File: src/rtl/seq_detect_param_if.sv
// seq_detect_param_if: serial sample inputs and match/status outputs of the pattern detector.
interface seq_detect_param_if #(parameter int CNT_W = 8);
  logic en;
  logic in;
  logic clear_cnt;
  logic match;
  logic [CNT_W-1:0] match_cnt;
  logic [4:0] fill;
  modport master(output en, in, clear_cnt, input match, match_cnt, fill);
  modport slave(input en, in, clear_cnt, output match, match_cnt, fill);
endinterface

File: src/rtl/seq_detect_param.sv
// seq_detect_param: parametrised serial pattern detector with overlap/Mealy-Moore options and saturating match counter.
module seq_detect_param #(
  parameter int N = 3,
  parameter logic [N-1:0] PATTERN = 3'b110,
  parameter bit OVERLAP = 1'b1,
  parameter bit MOORE = 1'b0,
  parameter int CNT_W = 8
) (
  input logic clk,
  input logic rst,
  seq_detect_param_if.slave bus
);
  logic [N-1:0] hist_q, hist_d, shifted;
  logic [4:0] fill_q, fill_d;
  logic [CNT_W-1:0] cnt_q, cnt_d;
  logic match_q, match_d, hit;
  always_comb begin
    shifted = N'({hist_q, bus.in});
    hit = bus.en & ~rst & (fill_q >= 5'(N - 1)) & (shifted == PATTERN);
    hist_d = bus.en ? shifted : hist_q;
    fill_d = !bus.en ? fill_q
           : (hit && !OVERLAP) ? 5'd0
           : (fill_q == 5'(N)) ? fill_q : fill_q + 5'd1;
    // a clear coinciding with a hit keeps that hit
    cnt_d = hit ? (bus.clear_cnt ? CNT_W'(1) : (&cnt_q ? cnt_q : cnt_q + CNT_W'(1)))
                : (bus.clear_cnt ? '0 : cnt_q);
    match_d = hit;
  end
  always_ff @(posedge clk) begin
    if (rst) begin
      hist_q  <= '0;
      fill_q  <= '0;
      cnt_q   <= '0;
      match_q <= 1'b0;
    end else begin
      hist_q  <= hist_d;
      fill_q  <= fill_d;
      cnt_q   <= cnt_d;
      match_q <= match_d;
    end
  end
  assign bus.match     = MOORE ? match_q : hit;
  assign bus.match_cnt = cnt_q;
  assign bus.fill      = fill_q;
endmodule

File: src/flat_wrapper.sv
// flat-port wrapper written by rule: the top's interface ports become plain ports
module seq_detect_param_flat 
#(
  parameter int N = 3,
  parameter logic [N-1:0] PATTERN = 3'b110,
  parameter bit OVERLAP = 1'b1,
  parameter bit MOORE = 1'b0,
  parameter int CNT_W = 8
)
  (clk, rst, bus_en, bus_in, bus_clear_cnt, bus_match, bus_match_cnt, bus_fill);
  seq_detect_param_if #(.CNT_W(CNT_W)) bus_i ();
  input logic clk;
  input logic rst;
  input wire logic [$bits(bus_i.en)-1:0] bus_en;
  input wire logic [$bits(bus_i.in)-1:0] bus_in;
  input wire logic [$bits(bus_i.clear_cnt)-1:0] bus_clear_cnt;
  output wire logic [$bits(bus_i.match)-1:0] bus_match;
  output wire logic [$bits(bus_i.match_cnt)-1:0] bus_match_cnt;
  output wire logic [$bits(bus_i.fill)-1:0] bus_fill;
  assign bus_i.en = bus_en;
  assign bus_i.in = bus_in;
  assign bus_i.clear_cnt = bus_clear_cnt;
  assign bus_match = bus_i.match;
  assign bus_match_cnt = bus_i.match_cnt;
  assign bus_fill = bus_i.fill;
  seq_detect_param #(.N(N), .PATTERN(PATTERN), .OVERLAP(OVERLAP), .MOORE(MOORE), .CNT_W(CNT_W)) u_core (.clk(clk), .rst(rst), .bus(bus_i));
endmodule
File: config.mk
export PLATFORM = sky130hd
export DESIGN_NAME = seq_detect_param_flat
export DESIGN_NICKNAME = d
export VERILOG_FILES = /design/src/rtl/seq_detect_param_if.sv /design/src/rtl/seq_detect_param.sv /design/src/flat_wrapper.sv
export SDC_FILE = /design/constraint.sdc
export NUM_CORES = 1
export LEC_CHECK = 0
export CAP_MARGIN = 20
export CORE_MARGIN = 1.5
export CORE_UTILIZATION = 43
export DETAILED_ROUTE_END_ITERATION = 7
export GPL_ROUTABILITY_DRIVEN = 1
export HOLD_SLACK_MARGIN = 0.15
export PLACE_DENSITY = 0.7
export SLEW_MARGIN = 20
export SYNTH_ARGS = -nofsm -noshare
export SYNTH_HDL_FRONTEND = slang
export SYNTH_SLANG_ARGS = --single-unit
File: constraint.sdc
create_clock -name clk -period 2.1 [get_ports clk]
set_clock_uncertainty 0.2 [all_clocks]
set_input_delay 0.63 -clock clk [delete_from_list [all_inputs] [get_ports clk]]
set_output_delay 0.63 -clock clk [all_outputs]
set_load 0.1 [all_outputs]
==> impl_metrics.env <==
export IMPL_clock_sinks=15
export IMPL_status="finished, violations left"
export IMPL_violations="setup timing"
export IMPL_multi_input_area_um2=454
export IMPL_synthFlopType="dfxtp_1"
export IMPL_vias=702
export IMPL_synth_mux_area_share_pct=2.48
export IMPL_synth_area_top_cells="dfxtp_1, nor2_1, a41o_1"
export IMPL_synth_edf_count=0
export IMPL_grt_pass1_wl_um=2590
export IMPL_antennaDiodeCount=0
export IMPL_grt_max_degree=17
export IMPL_synth_fp_nets=91
export IMPL_io_pins=19
export IMPL_cp_arrival_ps=1550
export IMPL_pre_cts_ws_ps=-497
export IMPL_antenna_found_initial=0
export IMPL_holdPathStages=2
export IMPL_avgSynthCellArea_um2=9.71
export IMPL_die_w_um=46.3
export IMPL_worstMarginPinSlew_ps=278
export IMPL_cts_clk_slew_worst_paths_ps=90
export IMPL_reg2regPathDepth=5
export IMPL_p_per_area_nw_per_um2=457
export IMPL_layout_drive_gt1_share_pct=38.3
export IMPL_synth_warnings=0
export IMPL_core_area_um2=1750
export IMPL_hp_class="flop to flop"
export IMPL_firstDrtPassIters=4
export IMPL_synth_seq_cells=15
export IMPL_gp_congestion=0.711
export IMPL_netlist_area_um2=806
export IMPL_drt_total_wl_um=1600
export IMPL_layout_area_seq_um2=329
export IMPL_drv_cap=0
export IMPL_start_kind="flop"
export IMPL_cp_end_kind="output pin"
export IMPL_area_growth_syn_to_layout_pct=52.3
export IMPL_setup_viol=1
export IMPL_fmax_mhz=420
export IMPL_rsz0062_at_grt="yes"
export IMPL_synthAdderAreaFrac_pct=4.66
export IMPL_first_iter_violations=7
export IMPL_slew_headroom_pct=81.4
export IMPL_synthTopCellsByCount="dfxtp_1, nor2_1, a41o_1, inv_1"
export IMPL_synth_cell_types=33
export IMPL_row_count=15
export IMPL_ir_drop_v=0.000474
export IMPL_async_flop_share_pct=0
export IMPL_post_cts_buffers=0
export IMPL_drc=0
export IMPL_synth_most_common_cell="dfxtp_1"
export IMPL_report_final_hold_viol_count=0
export IMPL_cts_tree="built"
export IMPL_num_nets_final=116
export IMPL_total_power_uw=560
export IMPL_cts_root_buf="clkbuf_4"
export IMPL_insertion_delay_ps=290
export IMPL_htreeDepth=1
export IMPL_fill_cells=149
export IMPL_critical_path_required_ps=1270
export IMPL_netlist_area_leader_share_pct=37.3
export IMPL_synth_xor_area_share_pct=4.35
export IMPL_min_period_over_period_pct=113
export IMPL_via_per_inst=5.32
export IMPL_initial_utilization_pct=46.2
export IMPL_ant_nets=0
export IMPL_grt_use_total_pct=17.3
export IMPL_yosys_area_top_type="dfxtp_1"
export IMPL_synth_simple_gate_area_share_pct=23.8
export IMPL_seq_area_frac_synth_pct=37.3
export IMPL_wire_per_inst_um=12.2
export IMPL_synth_top_family_by_area="simple AND/OR/NAND/NOR gates"
export IMPL_grt_overflow_total=0
export IMPL_die_area_um2=2140
export IMPL_grt_pass1_vias=595
export IMPL_final_max_slew_violation_count=0
export IMPL_crit_type="flop to output pin"
export IMPL_dp_final_hpwl_um=1230
export IMPL_numCtsBuffers=3
export IMPL_synthCells=83
export IMPL_leakage_nw=0.512
export IMPL_die_y_um=46.3
export IMPL_cts_max_path_buffers=2
export IMPL_synth_compound_area_share_pct=21.1
export IMPL_worst_slack_ps=-279
export IMPL_worstPathMaxFanout=3
export IMPL_finalCriticalPeriod_ps=2380
export IMPL_numPortBuffers=18
==> cell type report <==
cell class / instances / share of cell area (%)
Clock buffer: 4 / 2.14
Timing Repair Buffer: 25 / 30.3
Sequential cell: 15 / 26.8
Inverter: 4 / 1.22
Multi-Input combinational cell: 59 / 37.0
Tap cell: 25 / 2.55
==> metrics by stage <==
step / std cells / utilization [%] / hold slack, ps / instance area (um2) / TNS [ps]
2_1_floorplan: 83 / - / 275 / 850 / -139
3_3_place_gp: 128 / 68.9 / 297 / 1200 / -2460
6_report: 132 / 70.3 / 343 / 1230 / -279
5_1_grt: 132 / 70.3 / 363 / 1230 / -323
4_1_cts: 132 / 70.3 / 341 / 1230 / -292
3_5_place_dp: 128 / 68.9 / 318 / 1200 / -2990
==> path summary, 6_finish.rpt <==
check	startpoint	slack, ps	end
min reg2reg	u_core.hist_q[0]	340	u_core.hist_q[0]
max	u_core.bus.fill[4]	-280	bus_match
min	u_core.hist_q[0]	340	u_core.hist_q[0]
max reg2reg	u_core.bus.fill[4]	160	u_core.bus.match_cnt[0]
==> layout by cell type (no fill, tap or decap), drive strengths merged, types with 3 or more instances in the layout <==
master	n
a21oi	3
nor2	13
buf	21
a31oi	3
xor2	3
clkbuf	4
dfxtp	15
nand2	3
inv	4
a41o	4
ha	3
nand4	4
==> repair_timing <==
item,4_1_cts,5_1_grt
pin swaps,1,0
resized for setup,5,0
setup endpoints to repair,4,1
hold buffers,0,0
==> registers in the layout, summed over array words and instances (netlist names) <==
register,cells
u_core.bus.fill,5
u_core.hist_q,2
u_core.bus.match_cnt,8
==> metal layers <==
metal	share of wire [%]	up-vias	global-route usage [%]
met5	0	-	0
met2	43	20	22.8
li1	-	361	-
met1	51	316	25.2
met4	2.9	0	12.0
met3	3.3	5	2.35
==> power by group <==
part | switching (mW) | total [mW] | internal (mW)
logic | 0.0542 | 0.0919 | 0.0376
clock network | 0.0989 | 0.173 | 0.0740
registers | 0.0105 | 0.296 | 0.285
==> cell families after synthesis <==
group / count (synthesis)
AOI/OAI and AO/OA: 18
xor gates and xnor gates: 4
adders and majority gates: 3
buffers and inverters: 9
DFF: 15
muxes: 2
and+or+nand+nor: 32
==> worst max-delay path, cell delays in order, from the launching register on <==
cell	delay (ps)
dfxtp_4	350
or3_4	400
o311a_4	340
buf_12	170
No activity file was read; power rests on OpenSTA's default activity.
